**src/rtl/spi_mode2_target_if.sv**
```systemverilog
// rtl/spi_mode2_target_if.sv - bus bundle for the SPI mode-2 target
// Purpose: groups the SPI pins and the parallel word interface of spi_mode2_target.
// Signals:
//   cs_n_in, sck_in, mosi_in : SPI pins from the initiator (asynchronous to clk)
//   miso_out, miso_oe        : serial data back to the initiator and its output enable
//   rx_data, rx_valid        : last received word and its one-cycle update strobe
//   tx_data, tx_req          : next word to send and the one-cycle "consumed" strobe
// Modports: slave = the target block, master = the user/initiator side.
interface spi_mode2_target_if #(
  parameter int WIDTH = 8
);
  logic             cs_n_in;
  logic             sck_in;
  logic             mosi_in;
  logic             miso_out;
  logic             miso_oe;
  logic [WIDTH-1:0] rx_data;
  logic             rx_valid;
  logic [WIDTH-1:0] tx_data;
  logic             tx_req;

  modport slave (
    input  cs_n_in, sck_in, mosi_in, tx_data,
    output miso_out, miso_oe, rx_data, rx_valid, tx_req
  );

  modport master (
    output cs_n_in, sck_in, mosi_in, tx_data,
    input  miso_out, miso_oe, rx_data, rx_valid, tx_req
  );
endinterface

```
**src/rtl/spi_mode2_target.sv**
```systemverilog
// rtl/spi_mode2_target.sv - SPI mode-2 (CPOL=1, CPHA=0) target with oversampled inputs
// Purpose: synchronises cs_n/sck/mosi into clk, detects sck edges, deserialises MSB-first
//          words onto rx_data/rx_valid and serialises tx_data back on miso.
// Ports:
//   clk : system clock
//   rst : asynchronous active-high reset
//   bus : spi_mode2_target_if.slave (SPI pins plus rx/tx word interface)
// Parameters: WIDTH bits per word (2..32), SYNC_STAGES flops per synchroniser (>= 2).
module spi_mode2_target #(
  parameter int WIDTH       = 8,
  parameter int SYNC_STAGES = 2
) (
  input  logic                clk,
  input  logic                rst,
  spi_mode2_target_if.slave   bus
);
  localparam int             CW   = $clog2(WIDTH);
  localparam logic [CW-1:0]  LAST = CW'(WIDTH - 1);

  typedef enum logic {IDLE, ACTIVE} state_t;

  state_t state, state_nxt;

  logic [SYNC_STAGES-1:0] cs_sync, sck_sync, mosi_sync;
  logic                   cs_prev, sck_prev;
  logic                   cs_s, sck_s, mosi_s;
  logic                   cs_fall, sck_fall, sck_rise;

  logic                   do_load, do_abort, do_sample, do_shift, word_done;

  logic [CW-1:0]          count;
  logic                   reload;
  logic [WIDTH-2:0]       rx_shift;
  logic [WIDTH-1:0]       rx_next;
  logic [WIDTH-1:0]       tx_shift;
  logic                   miso_q, oe_q, rx_valid_q, tx_req_q;
  logic [WIDTH-1:0]       rx_data_q;

  // Synchronisers reset to the bus idle levels so no false edge appears on release.
  always_ff @(posedge clk or posedge rst) begin
    if (rst) begin
      cs_sync   <= '1;
      sck_sync  <= '1;
      mosi_sync <= '0;
      cs_prev   <= 1'b1;
      sck_prev  <= 1'b1;
    end else begin
      cs_sync   <= {cs_sync[SYNC_STAGES-2:0], bus.cs_n_in};
      sck_sync  <= {sck_sync[SYNC_STAGES-2:0], bus.sck_in};
      mosi_sync <= {mosi_sync[SYNC_STAGES-2:0], bus.mosi_in};
      cs_prev   <= cs_sync[SYNC_STAGES-1];
      sck_prev  <= sck_sync[SYNC_STAGES-1];
    end
  end

  assign cs_s     = cs_sync[SYNC_STAGES-1];
  assign sck_s    = sck_sync[SYNC_STAGES-1];
  assign mosi_s   = mosi_sync[SYNC_STAGES-1];
  assign cs_fall  = cs_prev & ~cs_s;
  assign sck_fall = sck_prev & ~sck_s;
  assign sck_rise = ~sck_prev & sck_s;

  always_ff @(posedge clk or posedge rst) begin
    if (rst) state <= IDLE;
    else     state <= state_nxt;
  end

  always_comb begin
    state_nxt = state;
    case (state)
      IDLE:    if (cs_fall) state_nxt = ACTIVE;
      ACTIVE:  if (cs_s)    state_nxt = IDLE;
      default: state_nxt = IDLE;
    endcase
  end

  // Deselect has priority over any sck edge seen in the same cycle.
  always_comb begin
    do_load   = (state == IDLE) && cs_fall;
    do_abort  = (state == ACTIVE) && cs_s;
    do_sample = (state == ACTIVE) && !cs_s && sck_fall;
    do_shift  = (state == ACTIVE) && !cs_s && sck_rise;
    word_done = do_sample && (count == LAST);
  end

  assign rx_next = {rx_shift, mosi_s};

  always_ff @(posedge clk or posedge rst) begin
    if (rst) begin
      count      <= '0;
      reload     <= 1'b0;
      rx_shift   <= '0;
      tx_shift   <= '0;
      miso_q     <= 1'b0;
      oe_q       <= 1'b0;
      rx_data_q  <= '0;
      rx_valid_q <= 1'b0;
      tx_req_q   <= 1'b0;
    end else begin
      rx_valid_q <= 1'b0;
      tx_req_q   <= 1'b0;
      if (do_load) begin
        tx_shift <= bus.tx_data;
        miso_q   <= bus.tx_data[WIDTH-1];
        oe_q     <= 1'b1;
        count    <= '0;
        reload   <= 1'b0;
        tx_req_q <= 1'b1;
      end else if (do_abort) begin
        oe_q   <= 1'b0;
        miso_q <= 1'b0;
        count  <= '0;
        reload <= 1'b0;
      end else if (do_sample) begin
        rx_shift <= rx_next[WIDTH-2:0];
        if (word_done) begin
          rx_data_q  <= rx_next;
          rx_valid_q <= 1'b1;
          count      <= '0;
          // The next word is fetched on the following trailing edge, not here,
          // so the initiator still sees a stable last bit during this low phase.
          reload     <= 1'b1;
        end else begin
          count <= count + 1'b1;
        end
      end else if (do_shift) begin
        if (reload) begin
          tx_shift <= bus.tx_data;
          miso_q   <= bus.tx_data[WIDTH-1];
          tx_req_q <= 1'b1;
          reload   <= 1'b0;
        end else begin
          tx_shift <= tx_shift << 1;
          miso_q   <= tx_shift[WIDTH-2];
        end
      end
    end
  end

  assign bus.miso_out = miso_q;
  assign bus.miso_oe  = oe_q;
  assign bus.rx_data  = rx_data_q;
  assign bus.rx_valid = rx_valid_q;
  assign bus.tx_req   = tx_req_q;
endmodule
```
**src/flat_wrapper.sv**
```systemverilog
// flat-port wrapper written by rule: the top's interface ports become plain ports
module spi_mode2_target_flat 
#(
  parameter int WIDTH       = 8,
  parameter int SYNC_STAGES = 2
)
  (clk, rst, bus_cs_n_in, bus_sck_in, bus_mosi_in, bus_tx_data, bus_miso_out, bus_miso_oe, bus_rx_data, bus_rx_valid, bus_tx_req);
  spi_mode2_target_if #(.WIDTH(WIDTH)) bus_i ();
  input  logic clk;
  input  logic rst;
  input wire logic [$bits(bus_i.cs_n_in)-1:0] bus_cs_n_in;
  input wire logic [$bits(bus_i.sck_in)-1:0] bus_sck_in;
  input wire logic [$bits(bus_i.mosi_in)-1:0] bus_mosi_in;
  input wire logic [$bits(bus_i.tx_data)-1:0] bus_tx_data;
  output wire logic [$bits(bus_i.miso_out)-1:0] bus_miso_out;
  output wire logic [$bits(bus_i.miso_oe)-1:0] bus_miso_oe;
  output wire logic [$bits(bus_i.rx_data)-1:0] bus_rx_data;
  output wire logic [$bits(bus_i.rx_valid)-1:0] bus_rx_valid;
  output wire logic [$bits(bus_i.tx_req)-1:0] bus_tx_req;
  assign bus_i.cs_n_in = bus_cs_n_in;
  assign bus_i.sck_in = bus_sck_in;
  assign bus_i.mosi_in = bus_mosi_in;
  assign bus_i.tx_data = bus_tx_data;
  assign bus_miso_out = bus_i.miso_out;
  assign bus_miso_oe = bus_i.miso_oe;
  assign bus_rx_data = bus_i.rx_data;
  assign bus_rx_valid = bus_i.rx_valid;
  assign bus_tx_req = bus_i.tx_req;
  spi_mode2_target #(.WIDTH(WIDTH), .SYNC_STAGES(SYNC_STAGES)) u_core (.clk(clk), .rst(rst), .bus(bus_i));
endmodule
```
**config.mk**
```make
export PLATFORM = sky130hd
export DESIGN_NAME = spi_mode2_target_flat
export DESIGN_NICKNAME = d
export VERILOG_FILES = /design/src/rtl/spi_mode2_target_if.sv /design/src/rtl/spi_mode2_target.sv /design/src/flat_wrapper.sv
export SDC_FILE = /design/constraint.sdc
export NUM_CORES = 1
export LEC_CHECK = 0
export CAP_MARGIN = 10
export CORE_ASPECT_RATIO = 0.8
export CORE_UTILIZATION = 59
export CTS_BUF_LIST = sky130_fd_sc_hd__clkbuf_4 sky130_fd_sc_hd__clkbuf_8
export CTS_CLUSTER_SIZE = 30
export DETAILED_ROUTE_END_ITERATION = 16
export PLACE_DENSITY = 0.86
export SLEW_MARGIN = 20
export SYNTH_ARGS = -nofsm -noshare
export SYNTH_HDL_FRONTEND = slang
export SYNTH_SLANG_ARGS = --single-unit
```
**constraint.sdc**
```tcl
create_clock -name clk -period 4.1 [get_ports clk]
set_input_delay 0.615 -clock clk [delete_from_list [all_inputs] [get_ports clk]]
set_output_delay 0.615 -clock clk [all_outputs]
set_load 0.05 [all_outputs]
```
==> reports/summary.txt <==
max incr delay on CP: 800 ps
DRC: 0
endpoints failing hold: 0
Starting Density: 63.2%
Slowest-stage cell, CP: clkdlybuf4s50_1
largest cells by area after synthesis: dfrtp_1 53%, dfstp_2 10%, nand2_1 6.7%, mux2_1 5.7%, a31oi_1 2.4%
status: finished clean
Post-Route WL: 2.76 mm
sequential share of the synthesized area: 62.7%
Synth Register Bits: 39
depth of the worst hold-timing path: 0
IO buf count: 24
core area: 2480 µm²
slew margin rel.: 55.6%
met2 Track Usage GR: 31.8%
min Tclk post-route: 2140 ps
Post-Syn Nets: 150
Pleak: 0.000899 µW
VDD IR max: 255 µV
Syn-to-layout area delta: 20.8%
fin nets: 176
Post-synth EDFFs: 0
die height: 48.1 µm
actual slew at the worst max-slew pin: 662 ps
post_cts resized: 0
met1 usage: 30.1%
Yosys cell types: 32
Reg power frac: 59.6%
post-CTS setup buffer count: 0
critical path type: register to primary output
largest net degree at the start of global routing: 40
Post-synth top cells: 33 x dfrtp_1, 28 x nand2_1, 8 x mux2_1
Tcrit/Tclk final: 52.2%
DR pass1 iterations: 4
family with the most delay on the worst path: buffers and inverters
Net Sw Frac: 25.7%
endpoints failing setup: 0
RSZ-0062 raised after global routing: no
Critical Path RT: 3480 ps
vias: 1141
clock slew at reported path FFs: 120 ps
synthesized area per cell: 11.6 µm²
Max Cap Viol: 0
power share of the clock group: 27.7%
DR iter-0 viols: 58
total power: 748 µW
# diodes: 0
Core Rows: 16
TritonCTS clock tree: built
io pins: 25
hold_buf cts: 0
Post-synth top flop: dfrtp_1
Hold Crit Class: register to register
Skew-Pair Late Insertion Delay: 350 ps
Int Power: 556 µW
count leader, synth: dfrtp_1
maximum root-to-sink buffer count: 2
grt peak-use layer: met2
Root Driver: clkbuf_4
fillcell total: 191
largest area contributor in the netlist: dfrtp_1
critical path peak fanout: 2
ys async rst share: 100%
GR Overflow Total: 0
Synth top area share: 52.6%
setup TNS: 0 ps
gpl congestion: 0.746
share of total power in combinational logic: 12.6%
Post-Synthesis Cells: 135
Crit path depth: 1
Peak Freq: 0.468 GHz
H-tree Lvls: 2
pwr dens: 395 nW/µm²
Sequential Area: 983 µm²
sw power: 192 µW
R2R depth: 3
CTS sink count: 39
Startpoint Class: register
Num CTS Buffers: 5
DR WL/cell: 13.9 µm
vias per inst: 5.76
hpwl dp: 1.88 mm
Critical Path AT: 1520 ps
Setup crit end kind: primary output
warnings from Yosys: 0
gr usage total: 22.0%
share of layout cells above drive strength 1: 13.0%
met3 Use GR: 9.02%
Critical path buffers and inverters: 1
max-slew violations: 0
die area: 2870 µm²
Die X: 59.7 µm
initial antenna violation count: 0
area of the multi-input gates: 544 µm²
DRT antenna net count: 0
clk_skew: 15.2 ps
Post-Syn Area: 1570 µm²
vias in the first global route: 972
first-pass GRT wire length: 4.37 mm
Critical Path, Cell by Cell: clkdlybuf4s50_1
[flip-flops by register name (all words and copies together) (netlist names), 2 cells and up]
name and flops:
u_core.rx_shift 7, u_core.mosi_sync 2, u_core.sck_sync 2, u_core.tx_shift 7
u_core.bus.rx_data 8, u_core.count 3, u_core.cs_sync 2
[per-layer routing]
layer  vias to the layer above  wire length, µm
li1                        527                -
met1                       545             1240
met2                        60             1250
met3                         9              216
met4                         0               51
met5                         -                0
[per-stage QoR]
stage | hold slack (ps) | cells | utilization (%) | setup slack [ps] | cell area (µm²)
6_report | 361 | 198 | 76.4 | 1960 | 1900
5_1_grt | 366 | 198 | 76.4 | 1880 | 1900
4_1_cts | 364 | 198 | 76.2 | 1940 | 1890
3_5_place_dp | 341 | 190 | 73.6 | 2160 | 1830
3_3_place_gp | 337 | 190 | 73.6 | 2290 | 1830
2_1_floorplan | 331 | 135 | - | 2600 | 1570
[path summary, 6_finish.rpt]
kind | start | endpoint | slack, ps
worst max register to register | u_core.cs_sync[1]$_DFF_PP1_ | u_core.bus.rx_data[3]$_DFFE_PP0P_ | 2430
worst min register to register | u_core.mosi_sync[0]$_DFF_PP0_ | u_core.mosi_sync[1]$_DFF_PP0_ | 360
worst min-delay path | u_core.mosi_sync[0]$_DFF_PP0_ | u_core.mosi_sync[1]$_DFF_PP0_ | 360
worst max-delay path | u_core.bus.miso_out$_DFFE_PP0P_ | bus_miso_out | 1960
min in group asynchronous | rst | u_core.reload$_DFFE_PP0P_ | 670
max in group asynchronous | rst | u_core.cs_sync[1]$_DFF_PP1_ | 3080
[cell families (layout without fill, tap and decap cells)]
logic type / Yosys count / in the layout / synth area share, %
AND/OR/NAND/NOR: 57 / 57 / 19.1
flip-flops: 39 / 39 / 62.7
AO/OA/AOI/OAI: 20 / 20 / 7.98
buffers and inverters: 9 / 36 / 2.95
multiplexers: 8 / 8 / 5.74
adder cells (fa/ha/maj): 2 / 2 / 1.59
[power groups by stage]
stage	registers, µW	logic (µW)	clock network (µW)
2_1_floorplan	456	58.1	0
3_3_place_gp	450	91.0	0
3_5_place_dp	452	95.2	0
4_1_cts	445	95.2	214
5_1_grt	451	105	229
6_report	446	94.6	207
[cells in the final DEF, fill, tap and decap left out]
cell type         n
nor2b_1           2
o21ai_0           2
nand2_1          28
or3b_4            1
nand2b_1          1
o21ai_1           6
o22ai_1           1
clkinv_2          1
a21oi_1           1
dfrtp_1          33
nor3b_2           1
clkbuf_8          1
buf_4             1
and4bb_2          2
nand4bb_1         2
a31oi_1           6
nand4_1           1
mux2_1            8
clkbuf_4          6
clkdlybuf4s50_1  24
inv_1             3
nand3b_1          1
a41o_1            1
nor2_1            2
ha_1              2
and3_1            1
a22o_1            1
and4_1            1
o31ai_1           1
nand3_1           6
nor3_1            6
nand2_2           2
dfstp_2           6
a221o_1           1
[cell type report]
cell class	instances	share of cell area [%]
clock buffer	7	3.10
clock inverter	1	0.264
inverter	3	0.594
multi-input combinational	87	28.7
sequential	39	51.9
tap	36	2.38
timing repair buffer	25	13.1
Note: power is estimated with default switching activity, not from simulation.
